## src/rtl/hdlc_host_ctrl_if.sv

```systemverilog
`default_nettype none
// ============================================================================
// Module   : hdlc_host_ctrl_if
// Brief    : Client streams plus Hdlc register bus seen by hdlc_host_ctrl.
// Revision : 1.0
// ============================================================================
interface hdlc_host_ctrl_if;
  logic       tx_req;
  logic [7:0] tx_len;
  logic       tx_rd;
  logic [7:0] tx_rdata;
  logic       tx_ack;
  logic       tx_err;
  logic [7:0] rx_data;
  logic       rx_valid;
  logic       rx_ready;
  logic       rx_last;
  logic       rx_err;
  logic [2:0] Address;
  logic       WriteEnable;
  logic       ReadEnable;
  logic [7:0] DataIn;
  logic [7:0] DataOut;
  logic       Rx_Ready;
  logic       Tx_Done;

  modport master (
    input  tx_req, tx_len, tx_rdata, rx_ready, DataOut, Rx_Ready, Tx_Done,
    output tx_rd, tx_ack, tx_err, rx_data, rx_valid, rx_last, rx_err,
           Address, WriteEnable, ReadEnable, DataIn
  );

  modport slave (
    output tx_req, tx_len, tx_rdata, rx_ready, DataOut, Rx_Ready, Tx_Done,
    input  tx_rd, tx_ack, tx_err, rx_data, rx_valid, rx_last, rx_err,
           Address, WriteEnable, ReadEnable, DataIn
  );
endinterface
`default_nettype wire

```

## src/rtl/hdlc_host_ctrl.sv

```systemverilog
`default_nettype none
// ============================================================================
// Module   : hdlc_host_ctrl
// Brief    : Round-robin bus master sequencing Hdlc TX loads and RX drains.
//            Optional TX watchdog enabled by HDLC_CTRL_TIMEOUT_EN.
// Revision : 1.0
// ============================================================================
module hdlc_host_ctrl #(
  parameter int TX_MAX = 126,
  parameter int RX_MAX = 126
`ifdef HDLC_CTRL_TIMEOUT_EN
  ,
  parameter int TOUT_CYC = 4096
`endif
) (
  input wire Clk,
  input wire Rst,
  hdlc_host_ctrl_if.master bus
);

  localparam logic [3:0] c_st_idle     = 4'd0;
  localparam logic [3:0] c_st_tx_check = 4'd1;
  localparam logic [3:0] c_st_tx_load  = 4'd2;
  localparam logic [3:0] c_st_tx_wr    = 4'd3;
  localparam logic [3:0] c_st_tx_start = 4'd4;
  localparam logic [3:0] c_st_tx_wait  = 4'd5;
  localparam logic [3:0] c_st_tx_abort = 4'd6;
  localparam logic [3:0] c_st_tx_end   = 4'd7;
  localparam logic [3:0] c_st_rx_len   = 4'd8;
  localparam logic [3:0] c_st_rx_lenw  = 4'd9;
  localparam logic [3:0] c_st_rx_lenc  = 4'd10;
  localparam logic [3:0] c_st_rx_read  = 4'd11;
  localparam logic [3:0] c_st_rx_rdw   = 4'd12;
  localparam logic [3:0] c_st_rx_cap   = 4'd13;
  localparam logic [3:0] c_st_rx_hold  = 4'd14;
  localparam logic [3:0] c_st_rx_end   = 4'd15;

  localparam logic [2:0] c_a_tx_sc   = 3'd0;
  localparam logic [2:0] c_a_tx_buff = 3'd1;
  localparam logic [2:0] c_a_rx_sc   = 3'd2;
  localparam logic [2:0] c_a_rx_buff = 3'd3;
  localparam logic [2:0] c_a_rx_len  = 3'd4;

  localparam logic [7:0] c_tx_max = 8'(TX_MAX);
  localparam logic [7:0] c_rx_max = 8'(RX_MAX);
`ifdef HDLC_CTRL_TIMEOUT_EN
  localparam logic [15:0] c_tout = 16'(TOUT_CYC);
`endif

  logic [3:0] r_state;
  logic       r_rr_rx;   // 1: RX wins the next collision
  logic [7:0] r_cnt;
  logic [1:0] r_hold;
  logic [1:0] r_ign;
  logic       r_tx_rd;
  logic       r_tx_ack;
  logic       r_tx_err;
  logic [7:0] r_rx_data;
  logic       r_rx_valid;
  logic       r_rx_last;
  logic       r_rx_err;
  logic [2:0] r_addr;
  logic       r_we;
  logic       r_re;
  logic [7:0] r_data_in;
`ifdef HDLC_CTRL_TIMEOUT_EN
  logic [15:0] r_tout;
`endif

  logic w_rx_cand;
  logic w_tx_cand;
  logic w_grant_rx;
  logic w_tx_bad;
  logic w_rx_bad;

  // Rx_Ready is masked briefly after a frame so the stale level is not re-served
  assign w_rx_cand  = bus.Rx_Ready && (r_hold == 2'd0);
  assign w_tx_cand  = bus.tx_req;
  assign w_grant_rx = w_rx_cand && (!w_tx_cand || r_rr_rx);
  assign w_tx_bad   = (bus.tx_len == 8'd0) || (bus.tx_len > c_tx_max);
  assign w_rx_bad   = (bus.DataOut == 8'd0) || (bus.DataOut > c_rx_max);

  always_ff @(posedge Clk or negedge Rst) begin
    if (!Rst) begin
      r_state    <= c_st_idle;
      r_rr_rx    <= 1'b1;
      r_cnt      <= 8'd0;
      r_hold     <= 2'd0;
      r_ign      <= 2'd0;
      r_tx_rd    <= 1'b0;
      r_tx_ack   <= 1'b0;
      r_tx_err   <= 1'b0;
      r_rx_data  <= 8'd0;
      r_rx_valid <= 1'b0;
      r_rx_last  <= 1'b0;
      r_rx_err   <= 1'b0;
      r_addr     <= 3'd0;
      r_we       <= 1'b0;
      r_re       <= 1'b0;
      r_data_in  <= 8'd0;
`ifdef HDLC_CTRL_TIMEOUT_EN
      r_tout     <= 16'd0;
`endif
    end else begin
      if (r_hold != 2'd0) r_hold <= r_hold - 2'd1;
      case (r_state)
        c_st_idle: begin
          if (w_rx_cand || w_tx_cand) begin
            if (w_rx_cand && w_tx_cand) r_rr_rx <= ~r_rr_rx;
            r_state <= w_grant_rx ? c_st_rx_len : c_st_tx_check;
          end
        end
        c_st_tx_check: begin
          if (w_tx_bad) begin
            r_tx_ack <= 1'b1;
            r_tx_err <= 1'b1;
            r_state  <= c_st_tx_end;
          end else begin
            r_cnt   <= bus.tx_len;
            r_state <= c_st_tx_load;
          end
        end
        c_st_tx_load: begin
          r_we <= 1'b0;
          if (r_cnt != 8'd0) begin
            r_tx_rd <= 1'b1;
            r_state <= c_st_tx_wr;
          end else begin
            r_state <= c_st_tx_start;
          end
        end
        c_st_tx_wr: begin
          // tx_rdata is the head byte popped by the tx_rd strobe now on the pin
          r_tx_rd   <= 1'b0;
          r_we      <= 1'b1;
          r_addr    <= c_a_tx_buff;
          r_data_in <= bus.tx_rdata;
          r_cnt     <= r_cnt - 8'd1;
          r_state   <= c_st_tx_load;
        end
        c_st_tx_start: begin
          r_we      <= 1'b1;
          r_addr    <= c_a_tx_sc;
          r_data_in <= 8'h02;
          r_ign     <= 2'd3;
`ifdef HDLC_CTRL_TIMEOUT_EN
          r_tout    <= 16'd0;
`endif
          r_state   <= c_st_tx_wait;
        end
        c_st_tx_wait: begin
          r_we <= 1'b0;
          if (r_ign != 2'd0) begin
            r_ign <= r_ign - 2'd1;
          end else if (bus.Tx_Done) begin
            r_tx_ack <= 1'b1;
            r_state  <= c_st_tx_end;
          end
`ifdef HDLC_CTRL_TIMEOUT_EN
          else if (r_tout == c_tout) begin
            r_we      <= 1'b1;
            r_addr    <= c_a_tx_sc;
            r_data_in <= 8'h04;
            r_state   <= c_st_tx_abort;
          end
          r_tout <= r_tout + 16'd1;
`endif
        end
        c_st_tx_abort: begin
          r_we     <= 1'b0;
          r_tx_ack <= 1'b1;
          r_tx_err <= 1'b1;
          r_state  <= c_st_tx_end;
        end
        c_st_tx_end: begin
          r_tx_ack <= 1'b0;
          r_tx_err <= 1'b0;
          r_state  <= c_st_idle;
        end
        c_st_rx_len: begin
          r_re    <= 1'b1;
          r_addr  <= c_a_rx_len;
          r_state <= c_st_rx_lenw;
        end
        c_st_rx_lenw: begin
          r_re    <= 1'b0;
          r_state <= c_st_rx_lenc;
        end
        c_st_rx_lenc: begin
          if (w_rx_bad) begin
            r_we      <= 1'b1;
            r_addr    <= c_a_rx_sc;
            r_data_in <= 8'h02;
            r_rx_err  <= 1'b1;
            r_state   <= c_st_rx_end;
          end else begin
            r_cnt   <= bus.DataOut;
            r_state <= c_st_rx_read;
          end
        end
        c_st_rx_read: begin
          r_re    <= 1'b1;
          r_addr  <= c_a_rx_buff;
          r_state <= c_st_rx_rdw;
        end
        c_st_rx_rdw: begin
          r_re    <= 1'b0;
          r_state <= c_st_rx_cap;
        end
        c_st_rx_cap: begin
          r_rx_data  <= bus.DataOut;
          r_rx_valid <= 1'b1;
          r_rx_last  <= (r_cnt == 8'd1);
          r_state    <= c_st_rx_hold;
        end
        c_st_rx_hold: begin
          if (bus.rx_ready) begin
            r_rx_valid <= 1'b0;
            r_rx_last  <= 1'b0;
            if (r_cnt == 8'd1) begin
              r_hold  <= 2'd2;
              r_state <= c_st_idle;
            end else begin
              r_cnt   <= r_cnt - 8'd1;
              r_state <= c_st_rx_read;
            end
          end
        end
        c_st_rx_end: begin
          r_we     <= 1'b0;
          r_rx_err <= 1'b0;
          r_hold   <= 2'd2;
          r_state  <= c_st_idle;
        end
        default: r_state <= c_st_idle;
      endcase
    end
  end

  assign bus.tx_rd       = r_tx_rd;
  assign bus.tx_ack      = r_tx_ack;
  assign bus.tx_err      = r_tx_err;
  assign bus.rx_data     = r_rx_data;
  assign bus.rx_valid    = r_rx_valid;
  assign bus.rx_last     = r_rx_last;
  assign bus.rx_err      = r_rx_err;
  assign bus.Address     = r_addr;
  assign bus.WriteEnable = r_we;
  assign bus.ReadEnable  = r_re;
  assign bus.DataIn      = r_data_in;

endmodule
`default_nettype wire

```

## src/flat_wrapper.sv

```systemverilog
// flat-port wrapper written by rule: the top's interface ports become plain ports
module hdlc_host_ctrl_flat 
#(
  parameter int TX_MAX = 126,
  parameter int RX_MAX = 126

)
  (Clk, Rst, bus_tx_req, bus_tx_len, bus_tx_rdata, bus_rx_ready, bus_DataOut, bus_Rx_Ready, bus_Tx_Done, bus_tx_rd, bus_tx_ack, bus_tx_err, bus_rx_data, bus_rx_valid, bus_rx_last, bus_rx_err, bus_Address, bus_WriteEnable, bus_ReadEnable, bus_DataIn);
  hdlc_host_ctrl_if bus_i ();
  input wire Clk;
  input wire Rst;
  input wire logic [$bits(bus_i.tx_req)-1:0] bus_tx_req;
  input wire logic [$bits(bus_i.tx_len)-1:0] bus_tx_len;
  input wire logic [$bits(bus_i.tx_rdata)-1:0] bus_tx_rdata;
  input wire logic [$bits(bus_i.rx_ready)-1:0] bus_rx_ready;
  input wire logic [$bits(bus_i.DataOut)-1:0] bus_DataOut;
  input wire logic [$bits(bus_i.Rx_Ready)-1:0] bus_Rx_Ready;
  input wire logic [$bits(bus_i.Tx_Done)-1:0] bus_Tx_Done;
  output wire logic [$bits(bus_i.tx_rd)-1:0] bus_tx_rd;
  output wire logic [$bits(bus_i.tx_ack)-1:0] bus_tx_ack;
  output wire logic [$bits(bus_i.tx_err)-1:0] bus_tx_err;
  output wire logic [$bits(bus_i.rx_data)-1:0] bus_rx_data;
  output wire logic [$bits(bus_i.rx_valid)-1:0] bus_rx_valid;
  output wire logic [$bits(bus_i.rx_last)-1:0] bus_rx_last;
  output wire logic [$bits(bus_i.rx_err)-1:0] bus_rx_err;
  output wire logic [$bits(bus_i.Address)-1:0] bus_Address;
  output wire logic [$bits(bus_i.WriteEnable)-1:0] bus_WriteEnable;
  output wire logic [$bits(bus_i.ReadEnable)-1:0] bus_ReadEnable;
  output wire logic [$bits(bus_i.DataIn)-1:0] bus_DataIn;
  assign bus_i.tx_req = bus_tx_req;
  assign bus_i.tx_len = bus_tx_len;
  assign bus_i.tx_rdata = bus_tx_rdata;
  assign bus_i.rx_ready = bus_rx_ready;
  assign bus_i.DataOut = bus_DataOut;
  assign bus_i.Rx_Ready = bus_Rx_Ready;
  assign bus_i.Tx_Done = bus_Tx_Done;
  assign bus_tx_rd = bus_i.tx_rd;
  assign bus_tx_ack = bus_i.tx_ack;
  assign bus_tx_err = bus_i.tx_err;
  assign bus_rx_data = bus_i.rx_data;
  assign bus_rx_valid = bus_i.rx_valid;
  assign bus_rx_last = bus_i.rx_last;
  assign bus_rx_err = bus_i.rx_err;
  assign bus_Address = bus_i.Address;
  assign bus_WriteEnable = bus_i.WriteEnable;
  assign bus_ReadEnable = bus_i.ReadEnable;
  assign bus_DataIn = bus_i.DataIn;
  hdlc_host_ctrl #(.TX_MAX(TX_MAX), .RX_MAX(RX_MAX)) u_core (.Clk(Clk), .Rst(Rst), .bus(bus_i));
endmodule
```

## config.mk

```make
export PLATFORM = sky130hd
export DESIGN_NAME = hdlc_host_ctrl_flat
export DESIGN_NICKNAME = d
export VERILOG_FILES = /design/src/rtl/hdlc_host_ctrl_if.sv /design/src/rtl/hdlc_host_ctrl.sv /design/src/flat_wrapper.sv
export SDC_FILE = /design/constraint.sdc
export NUM_CORES = 1
export LEC_CHECK = 0
export ABC_CLOCK_PERIOD_IN_PS = 3000
export BUFFER_PORTS_ARGS = -buffer_cell sky130_fd_sc_hd__clkbuf_2
export CORE_MARGIN = 2
export CORE_UTILIZATION = 51
export DETAILED_ROUTE_END_ITERATION = 8
export GPL_ROUTABILITY_DRIVEN = 0
export PLACE_DENSITY = 0.75
export SLEW_MARGIN = 20
export SYNTH_ARGS = -nofsm -noshare
export SYNTH_HDL_FRONTEND = slang
export SYNTH_SLANG_ARGS = --single-unit
```

## constraint.sdc

```tcl
create_clock -name Clk -period 3 [get_ports Clk]
set_input_delay 0.3 -clock Clk [delete_from_list [all_inputs] [get_ports Clk]]
set_output_delay 0.3 -clock Clk [all_outputs]
set_load 0.02 [all_outputs]
```

======== Word level (Yosys, flattened, before mapping) ========
Cells that the tools add are included.
cells by class
  add/sub/neg operators ................... 3
  order comparisons ....................... 2
  eq/ne operators ......................... 27
  muxes and demuxes ....................... 39
  bitwise operators ....................... 1
  reduce and logical (&&, ||, !) cells .... 43
operators by type and width
  cell                                                           count
  one-hot mux 4 bit (15 select lines)                            1
  two-way mux 8 bit                                              5
  == test 4 bit, second input constant                           8
  one-hot mux 8 bit (4 select lines)                             1
  two-way mux 4 bit                                              6
  one-hot mux 8 bit (3 select lines)                             1
  == test 4 x 3 -> 1 bit, second input constant                  4
  greater-than comparator 8 x 7 -> 1 bit, second input constant  2
  zero test 8 bit                                                2
  AND reduction 2 bit                                            8
  one-hot mux 3 bit (5 select lines)                             1
  nonzero test 2 bit                                             7
  two-way mux 3 bit                                              4
  != test 2 bit, second input constant                           6
  != test 2 x 1 -> 1 bit, second input constant                  5
  one-hot mux 1 bit (2 select lines)                             5
  nonzero test 3 bit                                             3
  == test 4 x 2 -> 1 bit, second input constant                  2
  == test 8 x 1 -> 1 bit, second input constant                  1
  two-way mux 2 bit                                              4
  one-hot mux 2 bit (2 select lines)                             2
  AND reduction 4 bit                                            2
  nonzero test 4 bit                                             2
  nonzero test 8 bit                                             1
  other kinds (17)                                               32
word-level totals
  register bits ........................... 44
  bits of input ports ..................... 30
  output and inout port bits .............. 27
  word-level logic and storage cells ...... 131

======== Longest topological paths before layout ========
  depth after elaboration ................. 6
  mapped depth ............................ 8

======== Worst setup path before layout ========
No wires, ideal clock.
  kind .................................... flip-flop to flip-flop
  start ................................... register u_core.r_cnt[0]
  end ..................................... register u_core.r_cnt[6]
  setup time .............................. 0.146 ns
  arrival ................................. 1.734 ns
  path slack .............................. 1.120 ns
  stages on the path, launching flop included .. 8
  buffers on the path ..................... 0
  period minus slack after synthesis ...... 1.880 ns
  path through ............................ dfrtp_1 -> inv_1 -> ha_1 -> nor3b_1 -> nand3_1 -> xnor2_1 -> a222oi_1 -> mux2i_1
on the way
  word-level cells in the longest chain between the ends .. 4
  elaborated cells between the ends (all ways) .. 7
RTL lines
  item                                line                                          source
  start: declaration                  hdlc_host_ctrl.sv:52                          logic [7:0] r_cnt;
  start signal: assignment            hdlc_host_ctrl.sv:119                         r_cnt <= bus.tx_len;
  start signal: assignment            hdlc_host_ctrl.sv:138                         r_cnt <= r_cnt - 8'd1;
  start signal: assignment            hdlc_host_ctrl.sv:197                         r_cnt <= bus.DataOut;
  subtractor 8 x 1 -> 8 bit           hdlc_host_ctrl.sv:138, hdlc_host_ctrl.sv:224
  two-way mux 8 bit                   hdlc_host_ctrl.sv:220                         if (r_cnt == 8'd1) begin
  two-way mux 8 bit                   hdlc_host_ctrl.sv:217                         if (bus.rx_ready) begin
  one-hot mux 8 bit (4 select lines)  hdlc_host_ctrl.sv:106                         case (r_state)
Several ways; a longest one is shown, not always the timed one. The select of a mux whose other input is x is not followed.
A chain may end at the register's enable or synchronous reset.

======== Final worst setup path ========
  start ................................... register u_core.r_state[0]
  end ..................................... register u_core.r_cnt[3]
on the way
  word-level cells in the longest chain between the ends .. 3
  elaborated cells between the ends (all ways) .. 11
RTL lines
  item                                                                         line                   source
  start: declaration                                                           hdlc_host_ctrl.sv:50   logic [3:0] r_state;
  start signal: assignment                                                     hdlc_host_ctrl.sv:85   r_state <= c_st_idle;
  start signal: assignment                                                     hdlc_host_ctrl.sv:110  r_state <= w_grant_rx ? c_st_rx_len : c_st_tx_check;
  start signal: assignment                                                     hdlc_host_ctrl.sv:117  r_state <= c_st_tx_end;
  == test 4 bit, or another cell as far along                                  hdlc_host_ctrl.sv:106
  != test 2 bit (no source line) / nonzero test 4 bit (equally long branches)  n/a
  AND reduction 5 bit (no source line)                                         n/a
Several ways; a longest one is shown, not always the timed one.

==> flow_summary.ini <==
[outcome]
status = complete, no violations

[synthesis]
synth_top_area_share = 0.391
synth_flop_cell = dfrtp_1
synthCells = 294
ys_types = 65
ys_ff_latch = 44
yosysSeqAreaShare = 0.400
avgSynthCellArea_um2 = 9.36
synth_top_cells_by_count = dfrtp_1 (43), nand2_1 (30), a21oi_1 (23)
yosysMostFrequentCell = dfrtp_1
syn-num-nets = 327
yosysTopAreaCell = dfrtp_1
synthTopCellsByArea = dfrtp_1 (39%), mux2i_1 (5.5%), a21oi_1 (4.2%)
synth_warnings = 0
async_flop_share = 1.00
synth_edf_count = 0
netlist_area_um2 = 2750

[die]
rows = 26
start_util = 0.532
io-pin-count = 57
dieArea_um2 = 6000
die_width_um = 77.5
core_um2 = 5170
dieHeight_um = 77.5

[layout]
nFillCells = 443
fin_util = 0.619
drive_gt1_frac = 0.277
area_growth_pct = 16.3
antenna_cells = 0
finalNetCount = 382
final_cells = 420

[cts]
postCtsSetupBuffers = 0
hold_buffers = 0
post_cts_resized = 0
numCtsBuffers = 5
cts_sinks = 44
root_buffer = clkbuf_8
clkTransAtPathRegs_ps = 90
ctsHtreeMaxLevel = 2
cts_tree = done
clock_path_buffers = 2
clk-insertion-delay-late_ps = 310

[critical_path]
slowest_delay_ps = 770
crit_fanout = 22
cp-end-kind = flop
required_ps = 3250
critPathTopFamily = compound AO/OA/AOI/OAI gates
path_cells = buf_4 -> or3b_1 -> a21oi_1 -> a21boi_0 -> a221o_2 -> mux2_4
path_buf_inv = 1
slowest_stage = dfrtp_1
path_class = reg -> reg
startpoint_type = flop
worstPathArrival_ps = 2770

[route]
ant_nets = 0
via_per_inst = 5.94
dr.first_iter.drc_count = 212
drcViolationCount = 0
dr_total_vias = 2493
wirelength_mm = 6.75
wl_per_cell_um = 16.1
dr.pass1.iters = 5

[power_and_ir_drop]
peakVddDrop_v = 0.000608
p_leak_nw = 1.46
power_density_nw_per_um2 = 1170
p_total_mw = 3.74
clkPwrFrac = 0.108
p_sw_frac = 0.476
comb_power_share = 0.573
internal_power_mw = 1.96
p_seq_frac = 0.319
p_switching_mw = 1.78

[sta]
period_share = 0.839
period_needed_ps = 2520
drv_slew = 0
finalHoldViolCount = 0
setup_violations = 0
worstMarginPinSlew_ps = 960
rsz0062_at_grt = false
fmax_mhz = 397
whs_ps = 134
setup_tns_ps = 0
skew_ps = 6.67
slew_headroom = 0.360

[global_routing]
grt_pass1_wl_mm = 11.4
grt_pass1_vias = 2283
grt_max_degree = 45
grt_antenna_before_repair = 0
grt_usage = 0.237
gr-total-overflow = 0

[place]
dp_hpwl_mm = 4.99
placedCellCount = 412
place.port_buffers = 56

[job]
maxCapViolations = 0

[hold_path]
hold_class = in -> async
==> final timing paths <==
check / startpoint / endpoint / slack [ps] / depth (start not counted)
worst max-delay path: u_core.r_state[0] / u_core.r_cnt[3] / 480 / 6
worst min-delay path: Rst / u_core.bus.DataIn[4] / 130 / 1
worst max register to register: u_core.r_state[0] / u_core.r_cnt[3] / 480 / 6
worst min register to register: u_core.r_rr_rx / u_core.r_rr_rx / 490 / 1
max in group asynchronous: Rst / u_core.bus.Address[0] / 2260 / 1
min in group Clk: bus_tx_rdata[3] / u_core.bus.DataIn[3] / 210 / 3
==> worst register-to-register path, stage by stage, from the launching register on <==
cell and delay (ps):
dfrtp_1 770, buf_4 310, or3b_1 360, a21oi_1 450
a21boi_0 270, a221o_2 160, mux2_4 140
==> registers in the layout (all words and copies together), names as in the netlist <==
signal,flops
u_core.bus.WriteEnable,1
u_core.bus.tx_rd,1
u_core.bus.Address,3
u_core.bus.ReadEnable,1
u_core.bus.rx_last,1
u_core.bus.rx_err,1
u_core.bus.rx_valid,1
u_core.bus.rx_data,8
u_core.bus.tx_ack,1
u_core.r_state,4
u_core.r_rr_rx,1
u_core.r_ign,2
u_core.r_hold,2
u_core.r_cnt,8
u_core.bus.DataIn,8
u_core.bus.tx_err,1
==> stage by stage <==
stage | area [µm²] | setup slack [ps]
after detailed placement | 3100 | 562
after CTS | 3200 | 543
after global placement | 3100 | 720
after global routing | 3200 | 375
after floorplan | 2750 | 1120
final | 3200 | 482
==> area by class of cell <==
class / count / area, µm² / share of cell area
clock inverter: 2 / 15.0 / 0.00469
multi-input combinational: 211 / 1490 / 0.466
tap: 70 / 87.6 / 0.0274
timing repair buffer: 63 / 333 / 0.104
clock buffer: 6 / 82.6 / 0.0258
inverter: 24 / 90.1 / 0.0281
sequential: 44 / 1100 / 0.344
==> cells in the final DEF (no fill, tap or decap), types with 5 or more instances in the layout <==
| master | count |
|---|---|
| a22o_1 | 7 |
| a222oi_1 | 5 |
| clkbuf_8 | 6 |
| nand2b_1 | 5 |
| clkbuf_2 | 55 |
| dfrtp_1 | 43 |
| o21ai_0 | 13 |
| mux2_2 | 9 |
| nand3_1 | 6 |
| inv_1 | 21 |
| nand2_1 | 30 |
| nor3_1 | 7 |
| nor2_1 | 17 |
| mux2i_1 | 15 |
| xnor2_1 | 5 |
| a21oi_1 | 23 |
| buf_4 | 7 |
==> logic make-up after synthesis <==
| kind of cell | Yosys count | share of synthesized area |
|---|---|---|
| adders and majority gates | 3 | 0.0136 |
| muxes | 25 | 0.0968 |
| and+or+nand+nor | 92 | 0.178 |
| buffers and inverters | 39 | 0.0582 |
| xor gates and xnor gates | 6 | 0.0191 |
| DFF | 44 | 0.400 |
| AOI/OAI and AO/OA | 85 | 0.234 |
==> metal layers <==
metal	vias to the layer above	share of wire	track usage
li1	1193	-	-
met1	1158	0.45	0.350
met2	130	0.44	0.337
met3	12	0.082	0.0558
met4	0	0.019	0.0911
met5	-	0	0
==> power groups by stage <==
stage,Sequential (mW),Combinational (mW),Clock [mW]
finish,1.19,2.15,0.403
global route,1.25,2.35,0.443
CTS,1.19,2.14,0.418
detailed placement,1.20,2.13,0
global placement,1.19,2.10,0
floorplan,1.30,1.44,0
Power figures use the tool's default switching activity.
